<file path="src/rtl/frame2axi_packer.sv">
// Packs a 32-bit sample stream into 128-bit beats and emits one 64-bit burst command per burst into a DDR ring.
// All outputs are registered; s_ready follows fifo_full_wr one cycle late, relying on the FIFOs' prog-full margin.
module frame2axi_packer #(
  parameter int          BURST_BEATS = 16,
  parameter logic [31:0] RING_BYTES  = 32'h0010_0000
) (
  input  logic         clk,
  input  logic         rst,
  input  logic         frame_start,
  input  logic [31:0]  cfg_base_addr,
  input  logic         s_valid,
  input  logic [31:0]  s_data,
  input  logic         s_last,
  output logic         s_ready,
  output logic [63:0]  fifo_din_cmd,
  output logic         fifo_wr_en_cmd,
  input  logic         fifo_full_cmd,
  output logic [127:0] fifo_din_wr,
  output logic         fifo_wr_en_wr,
  input  logic         fifo_full_wr,
  output logic         busy,
  output logic         frame_done,
  output logic         start_err
);

  localparam logic [31:0] BURST_BYTES = 32'(BURST_BEATS) << 4;

  typedef enum logic [1:0] {IDLE, RUN, CMD, DONE} state_t;

  state_t            state;
  logic [31:0]       base_addr;
  logic [31:0]       offset;
  logic [1:0]        lane_cnt;
  logic [8:0]        beat_cnt;
  logic [3:0][31:0]  lanes;
  logic              frame_end;

  logic              handshake;
  logic              beat_done;
  logic              burst_done;
  logic [8:0]        beat_cnt_inc;
  logic [8:0]        beat_len;
  logic [31:0]       offset_inc;
  logic [31:0]       offset_nxt;
  logic [3:0][31:0]  beat_dat;

  assign handshake    = (state == RUN) && s_valid && s_ready;
  assign beat_done    = handshake && ((lane_cnt == 2'd3) || s_last);
  assign beat_cnt_inc = beat_cnt + 9'd1;
  assign burst_done   = beat_done && ((beat_cnt_inc == 9'(BURST_BEATS)) || s_last);
  assign beat_len     = beat_cnt - 9'd1;
  assign offset_inc   = offset + BURST_BYTES;
  assign offset_nxt   = (offset_inc == RING_BYTES) ? 32'd0 : offset_inc;

  // Lanes are cleared after every beat, so lanes above lane_cnt already read as zero padding.
  always_comb begin
    beat_dat           = lanes;
    beat_dat[lane_cnt] = s_data;
  end

  always_ff @(posedge clk) begin
    if (rst) begin
      state          <= IDLE;
      base_addr      <= '0;
      offset         <= '0;
      lane_cnt       <= '0;
      beat_cnt       <= '0;
      lanes          <= '0;
      frame_end      <= 1'b0;
      s_ready        <= 1'b0;
      busy           <= 1'b0;
      frame_done     <= 1'b0;
      start_err      <= 1'b0;
      fifo_wr_en_cmd <= 1'b0;
      fifo_wr_en_wr  <= 1'b0;
      fifo_din_cmd   <= '0;
      fifo_din_wr    <= '0;
    end else begin
      fifo_wr_en_wr  <= 1'b0;
      fifo_wr_en_cmd <= 1'b0;
      frame_done     <= 1'b0;
      start_err      <= frame_start && (state != IDLE);
      case (state)
        IDLE: begin
          if (frame_start) begin
            base_addr <= cfg_base_addr;
            lane_cnt  <= '0;
            beat_cnt  <= '0;
            lanes     <= '0;
            frame_end <= 1'b0;
            s_ready   <= !fifo_full_wr;
            busy      <= 1'b1;
            state     <= RUN;
          end
        end
        RUN: begin
          s_ready <= !fifo_full_wr;
          if (handshake) begin
            if (beat_done) begin
              fifo_din_wr   <= beat_dat;
              fifo_wr_en_wr <= 1'b1;
              lanes         <= '0;
              lane_cnt      <= '0;
              beat_cnt      <= beat_cnt_inc;
              if (burst_done) begin
                frame_end <= s_last;
                s_ready   <= 1'b0;
                state     <= CMD;
              end
            end else begin
              lanes[lane_cnt] <= s_data;
              lane_cnt        <= lane_cnt + 2'd1;
            end
          end
        end
        CMD: begin
          if (!fifo_full_cmd) begin
            fifo_din_cmd   <= {24'd0, beat_len[7:0], base_addr + offset};
            fifo_wr_en_cmd <= 1'b1;
            offset         <= offset_nxt;
            beat_cnt       <= '0;
            if (frame_end) begin
              state <= DONE;
            end else begin
              s_ready <= !fifo_full_wr;
              state   <= RUN;
            end
          end
        end
        DONE: begin
          frame_done <= 1'b1;
          busy       <= 1'b0;
          state      <= IDLE;
        end
        default: state <= IDLE;
      endcase
    end
  end

endmodule

</file>
<file path="config.mk">
export PLATFORM = sky130hd
export DESIGN_NAME = frame2axi_packer
export DESIGN_NICKNAME = d
export VERILOG_FILES = /design/src/rtl/frame2axi_packer.sv
export SDC_FILE = /design/constraint.sdc
export NUM_CORES = 1
export LEC_CHECK = 0
export ABC_CLOCK_PERIOD_IN_PS = 5400
export CAP_MARGIN = 20
export CORE_MARGIN = 8
export CORE_UTILIZATION = 44
export CTS_CLUSTER_SIZE = 8
export DETAILED_ROUTE_END_ITERATION = 12
export DONT_BUFFER_PORTS = 1
export PLACE_DENSITY_LB_ADDON = 0.3
export SKIP_LAST_GASP = 1
export SLEW_MARGIN = 20
export SYNTH_ARGS = -nofsm -noshare
export SYNTH_HDL_FRONTEND = slang
export SYNTH_SLANG_ARGS = --single-unit
</file>
<file path="constraint.sdc">
create_clock -name clk -period 5.4 [get_ports clk]
set_input_delay 0.81 -clock clk [delete_from_list [all_inputs] [get_ports clk]]
set_output_delay 0.81 -clock clk [all_outputs]
set_load 0.05 [all_outputs]
</file>
== Word-level counts from Yosys, hierarchy flattened ==
Cells that the tools add are included.

* Output and inout bits: 198
* Register bits after elaboration: 380

* Eq/ne operators: 12
* Muxes and demuxes: 41
* Bitwise logic cells: 4
* Add/subtract/negate cells: 5
* Order comparisons: 2
* Reductions and logical operators: 25

{| class="wikitable"
|+ Operator list
! kind !! number
|-
| two-way mux 128 bit || 3
|-
| one-hot mux 128 bit (2 select lines) || 1
|-
| bitwise mux 128 bit || 1
|-
| demux 32 bit (select 2 bit) || 1
|-
| two-way mux 32 bit || 2
|-
| two-way mux 9 bit || 4
|-
| adder 32 bit || 1
|-
| adder 32 x 9 -> 32 bit, second input constant || 1
|-
| == test 32 x 21 -> 1 bit, second input constant || 1
|-
| one-hot mux 9 bit (3 select lines) || 1
|-
| two-way mux 2 bit || 9
|-
| AND reduction 5 bit || 3
|-
| two-way mux 1 bit || 14
|-
| inequality test 2 bit, second input constant || 6
|-
| adder 9 x 1 -> 9 bit, second input constant || 1
|-
| == test 9 x 5 -> 1 bit, second input constant || 1
|-
| one-hot mux 2 bit (4 select lines) || 1
|-
| subtractor 8 x 1 -> 8 bit, second input constant || 1
|-
| == test 2 bit, second input constant || 3
|-
| logical AND 1 bit || 6
|-
| AND reduction 2 bit || 3
|-
| AND reduction 3 bit || 2
|-
| nonzero test 2 bit || 3
|-
| NOT 1 bit || 4
|-
| 14 further kinds || 16
|}

== Longest topological paths before layout ==
Gate-level depths: netlist of run 1.

* Depth after elaboration: 9
* Gate-level depth with buffers: 9

== Least setup slack after synthesis of run 1 ==
OpenSTA, ideal clock, no wires.

* Kind: register to register
* From: register offset[8]
* To: register offset[15]
* Stages on the path, launching flop included: 10
* Setup slack: 2896 ps
* Data arrival time: 2384 ps
* Library setup time: 120 ps
* Path buffers: 1
* Cell sequence: dfxtp_1 -> ha_1 -> and3_1 -> buf_6 -> nand3_4 -> or4_4 -> a2111oi_4 -> o2111ai_2 -> o21ai_4 -> nor2_1

* Word-level cells in the longest chain between the ends: 3

{| class="wikitable"
|+ RTL lines
! what !! line !! RTL
|-
| from (decl) || 32 || <nowiki>logic [31:0] offset;</nowiki>
|-
| from (signal assigned) || 120 || <nowiki>offset <= offset_nxt;</nowiki>
|-
| adder 32 x 9 -> 32 bit (*) || 52 || <nowiki>assign offset_inc = offset + BURST_BYTES;</nowiki>
|-
| == test 32 x 21 -> 1 bit || 53 || <nowiki>assign offset_nxt = (offset_inc == RING_BYTES) ? 32'd0 : offset_inc;</nowiki>
|-
| two-way mux 32 bit (*) || 53 ||
|}

Mark *: on every way between the ends. The rest lies on a longest branch, timed or not.
A chain may end at the register's enable or synchronous reset.

== Worst setup path after layout of run 1 ==
* From: register offset[12]
* To: register fifo_din_cmd[31]

* Word-level cells in the longest chain between the ends: 1

{| class="wikitable"
|+ RTL lines
! what !! line !! RTL
|-
| adder 32 bit || 118 || <nowiki>fifo_din_cmd <= {24'd0, beat_len[7:0], base_addr + offset};</nowiki>
|-
| to (signal assigned) || 118 ||
|-
| to (decl) || 15 || <nowiki>output logic [63:0] fifo_din_cmd,</nowiki>
|}

No other way between the ends.

==> flow_metrics.tcl, run 1 <==
set metrics [dict create \
    outcome "finished clean" \
    p_total_mw 5.94 \
    cts_tree "done" \
    synthAdderAreaFrac_pct 2.55 \
    syn_area_um2 16200 \
    postSynthAreaPerCell_um2 8.91 \
    regToRegStartpoint "offset[12]" \
    post_cts_buffers 0 \
    die_area_um2 43200 \
    cp_max_fo 11 \
    cts_buffers 52 \
    die_w_um 208 \
    synth_top_cell_by_area "dfxtp_1" \
    p_comb_share_pct 3.6 \
    drv_slew 0 \
    tns_ps 0 \
    clock_sinks 372 \
    setup_ws_ps 2480 \
    pwr_density_cell_nw_per_um2 336 \
    fp-row-count 70 \
    synthArstFlopShare_pct 0 \
    ys.flop_type "dfxtp_1" \
    yosys-top-cells-area "dfxtp_1 46%, mux2i_1 8.0%, nor2_1 6.8%" \
    synthMuxAreaShare_pct 8.04 \
    vias 12600 \
    core_um2 36400 \
    synth_edf_count 0 \
    final_util_pct 48.5 \
    ys_top_cells_by_count "372 x dfxtp_1, 295 x nor2_1, 143 x a211oi_1" \
    path_class "register to register" \
    slew_headroom_pct 36.6 \
    crit_chain "ha_1, and3_1, a221oi_2, o21ai_1, a2111o_1, a41oi_1, xnor2_1, a21oi_1" \
    clockRootBuffer "clkbuf_16" \
    ant_nets 0 \
    io_pins 269 \
    final_area_um2 17700 \
    sw_frac_of_total_pct 23.3 \
    yosys.area_share.simple_pct 16.9 \
    power_frac_clock_pct 48.0 \
    area_growth_pct 9.00 \
    via_per_inst 5.73 \
    grt_overflow 0 \
    cp.required_ps 5840 \
    post-synth-top-count-cell "dfxtp_1" \
    finalSetupViolCount 0 \
    final_cells 2204 \
    portBuffers 0 \
    drtIter0Drc 821 \
    ys_ff_latch 372 \
    clock_latency_ps 580 \
    seqPwrFrac_pct 48.3 \
    cts_resized 0 \
    vdd.ir_drop.worst_mv 0.214 \
    hpwl_um 28500 \
    post-place-cells 2145 \
    drc 0 \
    drt-pass1-iter-count 5 \
    routed_wl_um 44400 \
    antenna_cells 0 \
    leakagePower_nw 6.13 \
    synth.distinct_cells 74 \
    max_freq_mhz 343 \
    hp-class "primary input to register" \
    rsz0062_at_grt "false" \
    synth_top_family_by_area "compound AO/OA/AOI/OAI gates" \
    gp_congestion 0.846 \
    fin_crit_sh_pct 54.0 \
    drv_cap 0 \
    worst_setup_path_start_kind "register" \
    drive_gt1_share_pct 5.47 \
    cp.arrival_ps 3360 \
    synth_top_area_share_pct 46.0 \
    postCtsHoldBufs 0 \
    critPathMaxStageDelay_ps 520 \
    nets 1837 \
    wire_per_inst_um 20.2 \
    place_area_um2 16200 \
    endpoint_kind "register" \
    hold_viol 0 \
    seq_area_frac_synth_pct 46.0 \
    grt_pass1_vias 12100 \
    antenna_found_initial 0 \
    syn_inst 1818 \
    switchingPower_mw 1.39 \
    grt_max_degree 325 \
    intPower_mw 4.56 \
    cp_slowest_cell "dfxtp_1" \
    synth_compound_area_share_pct 18.8 \
    min-delay-start "rst" \
    h-tree-depth 2 \
    cp_top_family "compound AO/OA/AOI/OAI gates" \
    dp_slack_ps 2110 \
    yosysWarnings 0 \
    die_h_um 208 \
    start_util_pct 44.5 \
    fin_worst_hold_slack_ps 313 \
    crit_buf_inv 0 \
    synthXorXnorAreaFrac_pct 2.32 \
    clockBufferDepth 3 \
    finalClockSkew_ps 20.0 \
    tightest_slew_ps 950 \
    path_clk_slew_ps 50 \
    grt_use_total_pct 19.8 \
    critPathLaunch "offset[12]" \
    fin_crit_ps 2920 \
    grt_pass1_wl_um 70000 \
]
cells in the final DEF, fill, tap and decap left out, types with 12 or more instances in the layout:
| cell | count |
|---|---|
| and3_1 | 12 |
| a211oi_1 | 143 |
| nor3_1 | 19 |
| ha_1 | 29 |
| dfxtp_1 | 372 |
| o21ai_0 | 24 |
| inv_1 | 15 |
| a22oi_1 | 98 |
| nand2_1 | 138 |
| buf_4 | 13 |
| mux2i_1 | 129 |
| and2_1 | 38 |
| conb_1 | 25 |
| nor4_1 | 12 |
| xnor2_1 | 27 |
| nand3_1 | 34 |
| a21oi_1 | 86 |
| a21o_1 | 13 |
| nor2_1 | 294 |
| clkbuf_16 | 52 |
| xor2_1 | 16 |
power groups by stage:
stage | registers, mW | logic, mW | clock network (mW)
2_1_floorplan | 2.91 | 0.213 | 0
3_3_place_gp | 2.92 | 0.207 | 0
3_5_place_dp | 2.93 | 0.211 | 0
4_1_cts | 2.87 | 0.212 | 2.94
5_1_grt | 2.87 | 0.238 | 3.04
6_report | 2.87 | 0.217 | 2.85
state kept, by name, summed over array words and instances (netlist names):
register / count
s_ready: 1
busy: 1
offset: 24
lanes: 128
beat_cnt: 9
fifo_wr_en_cmd: 1
lane_cnt: 2
fifo_din_cmd: 40
frame_end: 1
start_err: 1
frame_done: 1
fifo_din_wr: 128
state: 2
fifo_wr_en_wr: 1
base_addr: 32
per-layer routing:
layer	GRT usage (%)	vias up	part of all wire, %
li1	-	6239	-
met5	0	-	0
met3	7.20	73	8.0
met4	6.31	0	2.7
met1	23.9	6024	43
met2	32.6	301	46
layout make-up:
cell class | instances | area (um^2)
inverter | 15 | 56.3
timing repair buffer | 16 | 173
tap | 468 | 586
sequential | 372 | 7450
multi-input combinational | 1276 | 8030
clock inverter | 2 | 50.0
fill | 3408 | 18800
clock buffer | 55 | 1320
logic make-up (layout without fill, tap and decap cells):
family | Yosys count | in the layout
other | 1 | 25
AND/OR/NAND/NOR | 610 | 610
AO/OA/AOI/OAI | 435 | 435
flip-flops | 372 | 372
multiplexers | 130 | 130
buffers and inverters | 194 | 88
adder cells (fa/ha/maj) | 33 | 33
XOR/XNOR | 43 | 43
final timing paths:
kind | slack (ps) | depth (start not counted) | endpoint
max | 2480 | 8 | fifo_din_cmd[31]
min | 310 | 1 | fifo_din_cmd[25]
max reg2reg | 2480 | 8 | fifo_din_cmd[31]
min reg2reg | 450 | 1 | lanes[96]
(Power assumes the default switching activity.)
==> run 2: changes to the inputs <==
- ABC_CLOCK_PERIOD_IN_PS: 5400 -> 2600
- clock period: 5.4 -> 2.6 ns (I/O delays scaled with it)
==> flow_metrics.tcl, run 2 (synthesis results as in run 1) <==
set metrics [dict create \
    tns_ps 0 \
    intPower_mw 9.62 \
    leakagePower_nw 7.78 \
    grt_use_total_pct 21.7 \
    final_cell_mix "367 x dfxtp_1, 294 x nor2_1, 206 x dlygate4sd3_1" \
    clock_latency_ps 590 \
    area_growth_pct 25.6 \
    switchingPower_mw 2.97 \
    power_frac_clock_pct 47.8 \
    rsz0062_at_grt "true" \
    path_clk_slew_ps 50 \
    vdd.ir_drop.worst_mv 0.527 \
    vias 14000 \
    min-delay-start "rst" \
    drv_slew 0 \
    gp_congestion 0.876 \
    sw_frac_of_total_pct 23.6 \
    antenna_found_initial 0 \
    wire_per_inst_um 20.1 \
    path_class "register to register" \
    slew_headroom_pct 33.9 \
    hold_viol 20 \
    drt-pass1-iter-count 5 \
    start_util_pct 44.5 \
    use_met3_pct 7.30 \
    h-tree-depth 2 \
    grt_pass1_vias 13500 \
    final_util_pct 55.9 \
    cts_tree "done" \
    via_per_inst 5.70 \
    final_area_um2 20400 \
    die_w_um 208 \
    tightest_slew_ps 992 \
    die_area_um2 43200 \
    nets 2097 \
    routed_wl_um 49700 \
    die_h_um 208 \
    clockBufferDepth 3 \
    outcome "complete, but fails checks" \
    cp_max_fo 5 \
    hp-class "primary input to register" \
    worst_setup_path_start_kind "register" \
    hpwl_um 30100 \
    ant_nets 0 \
    seqPwrFrac_pct 47.3 \
    drive_gt1_share_pct 8.51 \
    place_area_um2 16700 \
    grt_overflow 0 \
    grt_max_degree 325 \
    finalSetupViolCount 0 \
    cp.arrival_ps 3020 \
    io_pins 269 \
    core_um2 36400 \
    busiest_layer "met2" \
    grtUsageMet1_pct 26.8 \
    p_comb_share_pct 4.9 \
    fin_crit_ps 2560 \
    critPathLaunch "offset[9]" \
    cts_buffers 52 \
    max_freq_mhz 391 \
    grt_pass1_wl_um 76900 \
    portBuffers 0 \
    endpoint_kind "register" \
    fin_crit_sh_pct 98.4 \
    clockRootBuffer "clkbuf_16" \
    drc 0 \
    fp-row-count 70 \
    mostFrequentLayoutCell "dfxtp_1" \
    regToRegStartpoint "offset[9]" \
    violations "negative hold slack" \
    pwr_density_cell_nw_per_um2 618 \
    p_total_mw 12.6 \
    finalClockSkew_ps 18.9 \
    drtIter0Drc 872 \
    fin_worst_hold_slack_ps -109 \
    reg_top3 "fifo_din_wr: 128 flops, lanes: 128 flops, fifo_din_cmd: 40 flops" \
    cp.required_ps 3060 \
    use_met2_pct 35.3 \
    drv_cap 0 \
    clock_sinks 372 \
    antenna_cells 0 \
]
run 2: routing by layer:
layer	vias to the layer above	share of wire, %
li1	6756	-
met2	420	47
met5	-	0
met1	6781	42
met3	88	8.1
met4	0	3.0
run 2: stage by stage:
stage | std cells | worst slack, ps
after floorplan | 1842 | 95.6
after global placement | 2191 | 103
after detailed placement | 2191 | 47.0
after CTS | 2430 | 12.6
after global routing | 2465 | -80.8
final | 2465 | 41.7
run 2: final timing paths:
check	to	slack [ps]	cells after the start
max reg2reg	fifo_din_cmd[18]	40	10
min	fifo_din_wr[62]	-110	1
max	fifo_din_cmd[18]	40	10
min reg2reg	lanes[100]	450	1
run 2: repair_timing:
item / 4_1_cts / 5_1_grt
gates resized for setup: 0 / 31
hold buffers: 181 / 25
setup endpoints to repair: 0 / 82
endpoints found under the hold margin: 313 / 155
buffers inserted: 0 / 8
run 2: power by group through the flow:
stage	clock network (mW)	registers, mW	logic [mW]
4_1_cts	6.14	5.96	0.590
2_1_floorplan	0	6.05	0.442
3_5_place_dp	0	6.07	0.476
3_3_place_gp	0	6.07	0.467
5_1_grt	6.38	5.96	0.659
6_report	6.02	5.96	0.611
run 2: area by class of cell:
class / count / area (um^2)
clock buffer: 56 / 1350
clock inverter: 2 / 46.3
fill: 3173 / 16100
inverter: 15 / 56.3
multi-input combinational: 1276 / 8110
sequential: 372 / 7450
tap: 468 / 586
timing repair buffer: 276 / 2760
run 2: worst max-delay path, stage by stage (launching register included):
cell	delay (ps)
dfxtp_2	340
ha_1	310
a21o_1	220
a221o_1	400
a211oi_4	290
buf_4	160
buf_4	110
o21ai_1	100
a31oi_1	280
xnor2_1	160
o21ai_1	70
